## config.mk

```make
export PLATFORM = sky130hd
export DESIGN_NAME = traffic_ctrl_rr
export DESIGN_NICKNAME = d
export VERILOG_FILES = /design/src/rtl/traffic_ctrl_rr.sv
export SDC_FILE = /design/constraint.sdc
export NUM_CORES = 1
export LEC_CHECK = 0
export ABC_AREA = 1
export BUFFER_PORTS_ARGS = -buffer_cell sky130_fd_sc_hd__buf_2
export CAP_MARGIN = 15
export CORE_MARGIN = 8
export CORE_UTILIZATION = 55
export CTS_BUF_LIST = sky130_fd_sc_hd__clkbuf_8
export CTS_CLUSTER_DIAMETER = 150
export DETAILED_ROUTE_END_ITERATION = 6
export PLACE_DENSITY = 0.86
export SLEW_MARGIN = 20
export SYNTH_ARGS = -nofsm -noshare
export SYNTH_HDL_FRONTEND = slang
export SYNTH_SLANG_ARGS = --single-unit
```

## constraint.sdc

```tcl
create_clock -name clk -period 1.4 [get_ports clk]
set_input_delay 0 -clock clk [delete_from_list [all_inputs] [get_ports clk]]
set_output_delay 0 -clock clk [all_outputs]
set_load 0.01 [all_outputs]
```

## src/rtl/traffic_ctrl_rr.sv

```systemverilog
// N-road round-robin traffic-light controller: min/max green, yellow and all-red clearance, idle rest on road 0.
// Defining PREEMPT_EN adds the preempt/preempt_road override ports.
module traffic_ctrl_rr #(
    parameter int N_ROADS   = 2,
    parameter int CNT_W     = 8,
    parameter int MIN_GREEN = 4,
    parameter int MAX_GREEN = 16,
    parameter int YELLOW    = 2,
    parameter int ALL_RED   = 1
) (
    input  logic                       clk,
    input  logic                       rst_n,
    input  logic [N_ROADS-1:0]         car,
`ifdef PREEMPT_EN
    input  logic                       preempt,
    input  logic [$clog2(N_ROADS)-1:0] preempt_road,
`endif
    output logic [3*N_ROADS-1:0]       light,
    output logic [$clog2(N_ROADS)-1:0] active_road,
    output logic [1:0]                 phase,
    output logic [N_ROADS-1:0]         req
);
    localparam int AW = $clog2(N_ROADS);
    localparam logic [CNT_W-1:0] MIN_M1 = CNT_W'(MIN_GREEN - 1);
    localparam logic [CNT_W-1:0] MAX_M1 = CNT_W'(MAX_GREEN - 1);
    localparam logic [CNT_W-1:0] YEL_M1 = CNT_W'(YELLOW - 1);
    localparam logic [CNT_W-1:0] AR_M1  = CNT_W'(ALL_RED - 1);
    localparam logic [3*N_ROADS-1:0] LIGHT_RST = {{(N_ROADS-1){3'b001}}, 3'b100};

    typedef enum logic [1:0] {
        PH_GREEN   = 2'b00,
        PH_YELLOW  = 2'b01,
        PH_ALL_RED = 2'b10
    } phase_t;

    phase_t               phase_q, phase_n;
    logic [AW-1:0]        active_n, next_road, next_road_n;
    logic [AW-1:0]        rr_road, rr_idx, pre_road;
    logic [CNT_W-1:0]     cnt, cnt_n;
    logic [N_ROADS-1:0]   req_n;
    logic [3*N_ROADS-1:0] light_n;
    logic                 rr_found, pre_on;

    assign phase = phase_q;

`ifdef PREEMPT_EN
    assign pre_on   = preempt;
    assign pre_road = preempt_road;
`else
    assign pre_on   = 1'b0;
    assign pre_road = '0;
`endif

    // Round-robin pick: nearest pending road after the current one, scanning far-to-near so the nearest wins.
    always_comb begin
        rr_road  = '0;
        rr_found = 1'b0;
        rr_idx   = '0;
        for (int k = N_ROADS - 1; k >= 1; k--) begin
            rr_idx = AW'((int'(active_road) + k) % N_ROADS);
            if (req[rr_idx]) begin
                rr_road  = rr_idx;
                rr_found = 1'b1;
            end
        end
    end

    always_comb begin
        phase_n     = phase_q;
        active_n    = active_road;
        next_road_n = next_road;
        req_n       = req;
        light_n     = '0;

        for (int i = 0; i < N_ROADS; i++) begin
            if (car[i] && (phase_q != PH_GREEN || AW'(i) != active_road)) begin
                req_n[i] = 1'b1;
            end
        end

        case (phase_q)
            PH_GREEN: begin
                if (pre_on) begin
                    if (pre_road != active_road) begin
                        phase_n     = PH_YELLOW;
                        next_road_n = pre_road;
                    end
                end else if (rr_found && (cnt >= MIN_M1 || cnt >= MAX_M1)) begin
                    phase_n     = PH_YELLOW;
                    next_road_n = rr_road;
                end else if (req == '0 && active_road != '0 && cnt >= MIN_M1) begin
                    phase_n     = PH_YELLOW;
                    next_road_n = '0;
                end
            end
            PH_YELLOW: begin
                if (cnt >= YEL_M1) begin
                    phase_n = PH_ALL_RED;
                end
            end
            PH_ALL_RED: begin
                if (cnt >= AR_M1) begin
                    phase_n        = PH_GREEN;
                    active_n       = pre_on ? pre_road : next_road;
                    req_n[active_n] = 1'b0;
                end
            end
            default: begin
                phase_n = PH_GREEN;
            end
        endcase

        // The counter restarts on every phase entry and otherwise saturates.
        if (phase_n != phase_q) begin
            cnt_n = '0;
        end else if (&cnt) begin
            cnt_n = cnt;
        end else begin
            cnt_n = cnt + CNT_W'(1);
        end

        for (int i = 0; i < N_ROADS; i++) begin
            if (phase_n == PH_GREEN && AW'(i) == active_n) begin
                light_n[3*i +: 3] = 3'b100;
            end else if (phase_n == PH_YELLOW && AW'(i) == active_n) begin
                light_n[3*i +: 3] = 3'b010;
            end else begin
                light_n[3*i +: 3] = 3'b001;
            end
        end
    end

    always_ff @(posedge clk or negedge rst_n) begin
        if (!rst_n) begin
            phase_q     <= PH_GREEN;
            active_road <= '0;
            next_road   <= '0;
            cnt         <= '0;
            req         <= '0;
            light       <= LIGHT_RST;
        end else begin
            phase_q     <= phase_n;
            active_road <= active_n;
            next_road   <= next_road_n;
            cnt         <= cnt_n;
            req         <= req_n;
            light       <= light_n;
        end
    end

endmodule

```

; ---- Word level (Yosys, flattened, before mapping)
; Cells that the tools add are included.
[word_totals]
word_cells = 69
inputBits = 4
out_inout_bits = 11
reg_bits = 20
[op_classes]
n_mux = 25
n_addsub = 2
eq_ne = 5
n_reduce_logical = 20
magnitude_cmp = 7
bitwise_logic = 4
[op_table]
columns = cell, n
row1 = 8-bit by 1-bit >= comparator with 1-bit output (second input constant), 2
row2 = 2-bit 2-to-1 mux, 8
row3 = 8-bit 2-to-1 mux, 2
row4 = 1-bit 2-to-1 mux, 11
row5 = 1-bit logical AND, 10
row6 = 8-bit by 1-bit adder with 8-bit output (second input constant), 1
row7 = 8-bit by 2-bit >= comparator with 1-bit output (second input constant), 1
row8 = 8-bit by 4-bit >= comparator with 1-bit output (second input constant), 1
row9 = 8-bit AND reduction, 1
row10 = 2-bit logical NOT, 3
row11 = 3-bit 2-to-1 mux, 2
row12 = 2-bit case mux with 3 select lines, 1
row13 = 2-bit by 1-bit == test with 1-bit output (second input constant), 2
row14 = 1-bit by 2-bit less-than comparator with 1-bit output (second input constant), 2
row15 = 2-bit nonzero test, 2
row16 = 1-bit logical OR, 3
row17 = 2-bit AND, 1
row18 = 2-bit == test (second input constant), 1
row19 = 2-bit inequality test, 1
row20 = 2-bit inequality test (second input constant), 1
row21 = 1-bit NOT, 2
row22 = 2-bit NOT, 1
row23 = 2-bit AND reduction, 1
row24 = 1-bit adder (second input constant), 1
row25 = other kinds (2), 2

; ---- Depth between registers and ports, before layout
; Gate-level depths: netlist of the first run.
[logic_depth]
depth_word = 11
ltp_mapped = 9
mapped_depth_nobuf = 9

; ---- Least setup slack after synthesis of the first run
; OpenSTA, ideal clock, no wires.
[synth_timing]
kind = flip-flop to flip-flop
startpoint = register cnt[0]
endpoint = register cnt[2]
arrival_ns = 1.176
slack_ns = 0.159
setup_time_ns = 0.065
stages_incl_launch_ff = 9
period_less_slack_ns = 1.241
n_path_buf = 0
required_ns = 1.335
path_cell_list = dfrtp_1 -> ha_1 -> inv_1 -> nand2_1 -> o21ai_1 -> nand2_1 -> nand2_2 -> nand2_2 -> nand2_1
[synth_between]
elab_chain_len = 7
elab_cells_between_ends = 18
classes_between = add/sub: 1 / order compare: 4 / eq/ne: 2 / mux: 7 / reduce/logical: 4
[synth_rtl]
columns = element, line_no
row1 = from (decl), 39  ; logic [CNT_W-1:0] cnt, cnt_n;
row2 = from (signal assigned), 145  ; cnt <= cnt_n;
row3 = 8-bit by 2-bit >= comparator with 1-bit output / 8-bit by 4-bit >= comparator with 1-bit output (equally long branches), "88, 91"
row4 = 1-bit logical AND / 1-bit logical OR (equally long branches), "91, 88"
row5 = 2-bit 2-to-1 mux / 1-bit logical AND (equally long branches), "91, 88"
row6 = 2-bit 2-to-1 mux, 88  ; end else if (rr_found && (cnt >= MIN_M1 || cnt >= MAX_M1)) begin
row7 = 2-bit case mux with 3 select lines, 81  ; case (phase_q)
row8 = 2-bit inequality test, 114  ; if (phase_n != phase_q) begin
row9 = 2-bit inequality test (no line) / 8-bit 2-to-1 mux (equally long branches), n/a
; Parallel ways exist; a longest one is shown, timed or not. The select of a mux whose other input is x is not followed.
; A chain may end at the register's enable or synchronous reset.

; ---- Worst setup path in the final report of the first run
[layout_timing]
startpoint = register cnt[0]
endpoint = register cnt[4]
; The elaborated chain is that of the path after synthesis.

==> results of run 1 <==
-- where the power goes --
group	internal, mW	switching, mW
registers	0.790	0.135
logic	0.428	0.718
clock network	0.250	0.185
total	1.47	1.04
-- timing repair --
item / in CTS / in global routing
buffers inserted: 0 / 1
gates resized for setup: 0 / 23
hold endpoints to repair: 20 / 0
hold buffers: 2 / 0
endpoints found under the setup margin: 0 / 12
-- cell usage in the layout, fill, tap and decap left out, drive strengths merged --
cell,synthesis,routed
a21oi,3,3
a31oi,1,1
buf,0,15
clkbuf,0,4
dfrtp,18,18
dfstp,2,2
dlygate4sd3,0,2
ha,3,3
inv,21,21
nand2,32,32
nand2b,1,1
nand3,7,7
nand4,2,2
nor2,17,17
nor3,1,1
o21ai,7,7
xor2,5,5
-- registers in the layout, indices dropped and copies added, names as in the netlist --
signal / count
active_road: 1
req: 2
phase: 2
light: 6
cnt: 8
next_road: 1
-- critical path, cell delays in order (launching register included) --
cell	delay (ns)
dfrtp_2	0.45
inv_2	0.10
ha_4	0.13
inv_2	0.03
nor2_2	0.11
nand4_1	0.18
nand2_4	0.18
nand2_4	0.08
nand2_2	0.06
-- path summary, 6_finish.rpt --
kind	to	slack (ns)	cells after the start
worst max register to register	cnt[4]$_DFFE_PN0P_	0.02	8
worst min register to register	req[1]$_DFF_PN0_	0.50	1
max in group asynchronous	light[3]$_DFF_PN1_	0.84	2
min in group asynchronous	req[0]$_DFF_PN0_	0.22	2
worst min-delay path	req[1]$_DFF_PN0_	0.05	3
worst max-delay path	cnt[4]$_DFFE_PN0P_	0.02	8
-- routing by layer --
layer / vias up / routed length [um] / GRT usage
li1: 408 / - / -
met1: 381 / 802 / 0.1217
met3: 5 / 144 / 0.05077
met4: 0 / 51 / 0.08741
met2: 19 / 928 / 0.1969
met5: - / 0 / 0
-- cell type report --
cell class	instances	area [sq um]
Clock buffer	4	55.05
Fill cell	127	475.5
Inverter	21	81.33
Timing Repair Buffer	17	97.59
Tap cell	25	31.28
Multi-Input combinational cell	79	462.9
Sequential cell	20	504.2
-- cell families after synthesis --
kind of cell | after synthesis
simple gates | 60
buf+inv | 21
flops | 20
compound gates | 11
xor+xnor | 5
fa+ha+maj | 3
==> out/metrics.yaml, run 1 <==
status:
  status: "completed"
critical_path:
  path_max_fanout: 7
  crit_arrival_ns: 1.58
  required_ns: 1.60
  start_kind: "flip-flop"
  timing.rr.start: "cnt[0]$_DFFE_PN0P_"
  startpoint: "cnt[0]$_DFFE_PN0P_"
  end_kind: "flip-flop"
  path_class: "flip-flop to flip-flop"
synth:
  yosysWarnings: 0
  synth-compound-area-share: 0.05732
  synth_seq_cells: 20
  synth_ff_type: "dfrtp_1"
  yosysTopAreaCellShare: 0.4586
  synth.area.top_cells: "dfrtp_1 (46%), nand2_1 (11%), inv_1 (7.6%)"
  synth.net_count: 127
  syn_area_per_cell_sq_um: 8.185
  yosysMostFrequentCell: "nand2_1"
  synthAdderAreaFrac: 0.03822
  yosys.area_share.simple: 0.2675
  synth_top_family_by_area: "simple AND/OR/NAND/NOR gates"
  syn_inst: 120
  netlist_area_sq_um: 982.2
  synthArstFlopShare: 1.000
  synth_edf_count: 0
  yosysSeqAreaShare: 0.5121
  yosys.area.top_type: "dfrtp_1"
  netlist_top_cells_count: "nand2_1 (30), inv_1 (20), dfrtp_1 (18)"
  ys_types: 19
  synth_mux_area_frac: 0
  synthXorXnorAreaFrac: 0.04459
clock_network:
  clock_sinks: 20
  cts_root_buf: "clkbuf_8"
  htreeDepth: 1
  numCtsBuffers: 3
  clk_latency_ns: 0.26
  path_clk_slew_ns: 0.07
  clockBufferDepth: 2
  cts_tree: "done"
floorplanning:
  ios: 15
  coreArea_sq_um: 1708
  die_h_um: 58.26
  initial_core_util: 0.5751
  die_area_sq_um: 3394
  die_x_um: 58.26
  rows: 15
route:
  vias: 813
  drcViolationCount: 0
  final_antenna_net_count: 0
  totalWireLength_um: 1926
  wl_per_cell_um: 11.60
  dr.pass1.iters: 4
  drt_iter0_markers: 12
  vias_per_cell: 4.898
power_and_ir_drop:
  peakVddDrop_mv: 1.274
  leakagePower_nw: 0.6739
  finalPower_mw: 2.507
  power.density_nw_per_um2: 2034
timing:
  fin_ws_ns: 0.01781
  tns_ns: 0
  fin_crit_ns: 1.382
  fin_worst_skew_ns: 0.006039
  hold_ws_ns: 0.04864
  max_freq_mhz: 723.5
  fin_crit_sh: 0.9873
  rsz0062_at_grt: "true"
  final-hold-violation-count: 0
  setup_violations: 0
  max_slew_margin: 0.7125
  worst_pin_slew_ns: 0.4313
  drv_slew: 0
final_layout:
  final_cells: 166
  design_area_sq_um: 1232
  nets: 149
  drive_above_1_share: 0.2979
  utilization: 0.7216
  area_growth_pct: 25.48
  diodes: 0
global_route:
  grt_max_degree: 21
  antenna_found_initial: 0
  grt_use_total: 0.1212
  grt_pass1_wl_um: 3118
  grt_pass1_vias: 741
  grt-ovfl-total: 0
placed_design:
  io_buffers: 14
  pre_cts_ws_ns: 0.04647
  hpwl_um: 1373
  place_area_sq_um: 1084
  place.gp.congestion: 0.8721
  placedCellCount: 159
hold_path:
  worstHoldPathType: "primary input to flip-flop"
  hp-start: "car[1]"
run:
  maxCapViolations: 0
No activity file was read; power rests on OpenSTA's default activity.
==> inputs of run 2 (changes only) <==
- CORE_ASPECT_RATIO: unset -> 0.8
==> run 2 against run 1 <==
  * The run now ends with setup timing left
  * Fmax down 2.3%
  * Non-clock buffer count down 1
  * Worst setup slack worse by 0.032 ns
  * Sequential power about the same
  * Global-route usage up 0.23 points
  * Critical path depth unchanged
  * Clock power up 31%
  * Hold slack worse by 0.0063 ns
  * Wire length up 13%
  * First-iteration DRC count up 58%
  * Sequential share of layout area up 0.065 points
==> out/metrics.yaml, run 2 (synthesis gave the netlist of run 1 again) <==
status:
  status: "finished with violations"
  violations: "setup timing"
floorplanning:
  die_area_sq_um: 3402
  coreArea_sq_um: 1659
  initial_core_util: 0.5920
  rows: 13
  ios: 15
  die_h_um: 53.80
  die_x_um: 63.25
global_route:
  grt-ovfl-total: 0
  grt_pass1_vias: 759
  grt_max_degree: 21
  grt_pass1_wl_um: 3284
  antenna_found_initial: 0
  grt_use_total: 0.1235
final_layout:
  final_common_cell: "nand2_1"
  diodes: 0
  area_growth_pct: 24.97
  largest_register_ffs: 8
  drive_above_1_share: 0.3000
  design_area_sq_um: 1227
  reg_top3: "cnt x8, light x6"
  largest_register: "cnt"
  utilization: 0.7398
  final_cell_mix: "nand2_1 (25), dfrtp_1 (18), inv_1 (16)"
  final_cells: 162
  nets: 148
route:
  dr.pass1.iters: 4
  vias_per_cell: 5.074
  drt_iter0_markers: 19
  totalWireLength_um: 2170
  vias: 822
  drcViolationCount: 0
  final_antenna_net_count: 0
  wl_per_cell_um: 13.40
clock_network:
  numCtsBuffers: 3
  clock_sinks: 20
  cts_root_buf: "clkbuf_8"
  clk_latency_ns: 0.26
  clockBufferDepth: 2
  post_cts_buffers: 0
  cts_tree: "done"
  path_clk_slew_ns: 0.08
  htreeDepth: 1
hold_path:
  worstHoldPathType: "primary input to flip-flop"
  hp-start: "car[1]"
  holdPathStages: 3
  min_to: "req[1]$_DFF_PN0_"
timing:
  rsz0062_at_grt: "true"
  tns_ns: -0.02678
  fin_worst_skew_ns: 0.008380
  max_freq_mhz: 707.1
  drv_slew: 0
  hold_ws_ns: 0.04234
  worst_pin_slew_ns: 0.4278
  setup_violations: 3
  max_slew_margin: 0.7148
  fin_crit_ns: 1.414
  fin_ws_ns: -0.01427
  final-hold-violation-count: 0
  fin_crit_sh: 1.010
critical_path:
  worst_path_largest_cell_delay_ns: 0.43
  r2r_setup_slack_ns: -0.01
  crit_chain: "inv_2 -> ha_4 -> inv_2 -> nor2_2 -> nand4_1 -> nand2_4 -> inv_4 -> nor2_2"
  cp_top_family: "simple AND/OR/NAND/NOR gates"
  timing.rr.start: "cnt[0]$_DFFE_PN0P_"
  path_max_fanout: 7
  reg2reg_to: "cnt[6]$_DFFE_PN0P_"
  required_ns: 1.59
  path_class: "flip-flop to flip-flop"
  path_buf_inv: 3
  reg2reg_depth: 8
  end_kind: "flip-flop"
  crit_arrival_ns: 1.60
  start_kind: "flip-flop"
  startpoint: "cnt[0]$_DFFE_PN0P_"
  worst-path-stages: 8
  cpMaxStageDelayCell: "dfrtp_1"
power_and_ir_drop:
  peakVddDrop_mv: 1.491
  power.density_nw_per_um2: 2159
  finalPower_mw: 2.650
  leakagePower_nw: 0.6785
placed_design:
  place.gp.congestion: 0.7935
  pre_cts_ws_ns: -0.004498
  placedCellCount: 156
  hpwl_um: 1478
  io_buffers: 14
  place_area_sq_um: 1080
run:
  maxCapViolations: 0
run 2: changes by cell type in the layout (fill, tap and decap cells not counted), sizes merged:
cell and delta:
buf -1, bufinv +1, clkbuf -1
run 2: worst max-delay path by stage:
stage                                     to  slack, ns
after global routing      cnt[6]$_DFFE_PN0P_      -0.08
after floorplan           cnt[2]$_DFFE_PN0P_       0.16
after global placement    cnt[6]$_DFFE_PN0P_       0.09
after detailed placement  cnt[6]$_DFFE_PN0P_     -0.004
after CTS                 cnt[6]$_DFFE_PN0P_      0.001
final                     cnt[6]$_DFFE_PN0P_      -0.01
run 2: worst min-delay path: stages:
cell and delay [ns]:
buf_2 0.08, a21oi_1 0.05, a31oi_1 0.13
run 2: layout make-up:
cell class                      count  area (sq um)
Sequential cell                    20         503.0
Timing Repair Buffer               16         90.09
Inverter                           21         81.33
Clock inverter                      1         30.03
Clock buffer                        3         41.29
Tap cell                           22         27.53
Fill cell                         127         431.7
Multi-Input combinational cell     79         454.2
run 2: layer usage:
layer | track usage | up-vias | wire (um)
met5 | 0 | - | 0
met4 | 0.04797 | 0 | 43
met3 | 0.03727 | 9 | 147
met2 | 0.2207 | 27 | 1056
met1 | 0.1404 | 378 | 922
li1 | - | 408 | -
run 2: what timing repair did:
item / 4_1_cts / 5_1_grt
resized for setup: 2 / 20
pin swaps: 2 / 4
cloned: 0 / 0
hold buffers: 2 / 0
setup endpoints to repair: 6 / 13
endpoints found under the hold margin: 21 / 0
run 2: power breakdown:
group	switching (mW)	internal [mW]
combinational	0.754	0.401
sequential	0.137	0.788
clock	0.190	0.382
==> inputs of run 3 (changes only) <==
- CAP_MARGIN: 15 -> 10
- SETUP_SLACK_MARGIN: unset -> 0.1
- TNS_END_PERCENT: unset -> 10
==> run 3 against run 2 <==
  * The flow now finishes without violations
  * Power is 2.8% lower
  * Register-to-register slack better by 0.02 ns
  * Non-clock buffer count unchanged
  * Final cell count up 0.62%
  * Clock power about the same
  * Die area stayed put
  * Cell area down 1.1%
  * Count of clock-buffer cells in the layout unchanged
  * Utilization fell by 0.83 points
  * Largest power group unchanged
==> out/metrics.yaml, run 3 (synthesis gave the netlist of run 1 again) <==
status:
  status: "completed"
timing:
  final-hold-violation-count: 0
  fin_ws_ns: 0.005134
  rsz0062_at_grt: "true"
  setup_violations: 0
  max_slew_margin: 0.7153
  fin_worst_skew_ns: 0.008153
  fin_crit_ns: 1.395
  fin_crit_sh: 0.9963
  max_freq_mhz: 716.9
  worst_pin_slew_ns: 0.4271
  tns_ns: 0
  drv_slew: 0
route:
  vias: 832
  wl_per_cell_um: 13.22
  dr.pass1.iters: 4
  final_antenna_net_count: 0
  drt_iter0_markers: 26
  drcViolationCount: 0
  vias_per_cell: 5.104
  totalWireLength_um: 2155
final_layout:
  drive_above_1_share: 0.2571
  design_area_sq_um: 1214
  largest_register_ffs: 8
  fill_cells: 129
  final_common_cell: "nand2_1"
  largest_register: "cnt"
  final_cell_mix: "nand2_1 (30), inv_1 (18), dfrtp_1 (17)"
  nets: 148
  reg_top3: "cnt x8, light x6"
  utilization: 0.7315
  area_growth_pct: 23.57
clock_network:
  path_clk_slew_ns: 0.08
  post_cts_buffers: 0
  numCtsBuffers: 3
  clock_sinks: 20
  cts_tree: "done"
  htreeDepth: 1
  cts_root_buf: "clkbuf_8"
  clk_latency_ns: 0.26
  clockBufferDepth: 2
power_and_ir_drop:
  p_int_mw: 1.548
  leakagePower_nw: 0.6745
  p_comb_frac: 0.412
  p_seq_frac: 0.366
  clockPowerShare: 0.222
  switchingPower_mw: 1.028
  finalPower_mw: 2.576
  peakVddDrop_mv: 1.361
  sw_frac_of_total: 0.3990
  power.density_nw_per_um2: 2123
critical_path:
  path_max_fanout: 7
  end_kind: "flip-flop"
  reg2reg_to: "cnt[6]$_DFFE_PN0P_"
  crit_chain: "inv_2 -> ha_1 -> inv_1 -> nor2_2 -> nand4_1 -> nand2_2 -> inv_2 -> nor2_2"
  path_class: "flip-flop to flip-flop"
  crit_arrival_ns: 1.58
  start_kind: "flip-flop"
  path_buf_inv: 3
  cpMaxStageDelayCell: "dfrtp_2"
  crit_end: "cnt[6]$_DFFE_PN0P_"
  reg2reg_depth: 8
  worst-path-stages: 8
  r2r_setup_slack_ns: 0.005
  startpoint: "cnt[0]$_DFFE_PN0P_"
  required_ns: 1.59
  cp_top_family: "simple AND/OR/NAND/NOR gates"
  worst_path_largest_cell_delay_ns: 0.45
  timing.rr.start: "cnt[0]$_DFFE_PN0P_"
global_route:
  grt_pass1_vias: 765
  antenna_found_initial: 0
  grt_use_total: 0.1248
  grt_pass1_wl_um: 3305
  grt-ovfl-total: 0
  grt_max_degree: 21
floorplanning:
  ios: 15
  coreArea_sq_um: 1659
  rows: 13
  die_area_sq_um: 3402
  die_h_um: 53.80
  die_x_um: 63.25
  initial_core_util: 0.5920
run:
  maxCapViolations: 0
placed_design:
  io_buffers: 14
  hpwl_um: 1478
  place_area_sq_um: 1080
  place.gp.congestion: 0.7935
  pre_cts_ws_ns: -0.004498
hold_path:
  worstHoldPathType: "primary input to flip-flop"
## run 3: worst min-delay path: stages
cell and delay, ns:
buf_2 0.08, a21oi_1 0.06, a31oi_1 0.13
## run 3: worst min-delay path by stage
stage | to | slack (ns) | start | cells after the start
2_1_floorplan | active_road$_DFF_PN0_ | -0.30 | rst_n | 0
3_3_place_gp | cnt[6]$_DFFE_PN0P_ | -0.04 | rst_n | 1
3_5_place_dp | cnt[6]$_DFFE_PN0P_ | -0.04 | rst_n | 1
4_1_cts | req[1]$_DFF_PN0_ | 0.04 | car[1] | 3
6_report | req[1]$_DFF_PN0_ | 0.04 | car[1] | 3
5_1_grt | req[1]$_DFF_PN0_ | 0.06 | car[1] | 3
## run 3: per-layer routing
metal  share of wire  track usage  vias up
li1                -            -      406
met1            0.42       0.1416      390
met2            0.49       0.2173       27
met3           0.063      0.03727        9
met4           0.020      0.06273        0
met5               0            0        -
## run 3: power by group through the flow
stage / registers, mW / logic [mW] / clock network [mW]
after CTS: 0.917 / 1.01 / 0.576
after detailed placement: 0.920 / 0.973 / 0
final: 0.943 / 1.06 / 0.573
after global routing: 0.968 / 1.20 / 0.598
after global placement: 0.911 / 0.932 / 0
after floorplan: 0.975 / 0.607 / 0
## run 3: timing repair
item,4_1_cts,5_1_grt
hold buffers,2,0
endpoints found under the setup margin,13,15
gates resized for setup,4,10
pin swaps,3,3
endpoints found under the hold margin,21,0
## run 3: layout make-up
type                    count  area [sq um]  area share
clock inverters             1         30.03     0.02474
flip-flops and latches     20         504.2      0.4155
diodes                      1         2.502    0.002062
repair buffers             16         90.09     0.07423
multi-input cells          79         439.2      0.3619
inverters                  21         78.83     0.06495
clock buffers               3         41.29     0.03402
well taps                  22         27.53     0.02268
## run 3: metrics by stage
stage	instances	hold slack, ns
after global routing	162	0.05899
after detailed placement	156	-0.04323
after CTS	162	0.03763
after global placement	156	-0.03713
final	163	0.03782
after floorplan	120	-0.2956
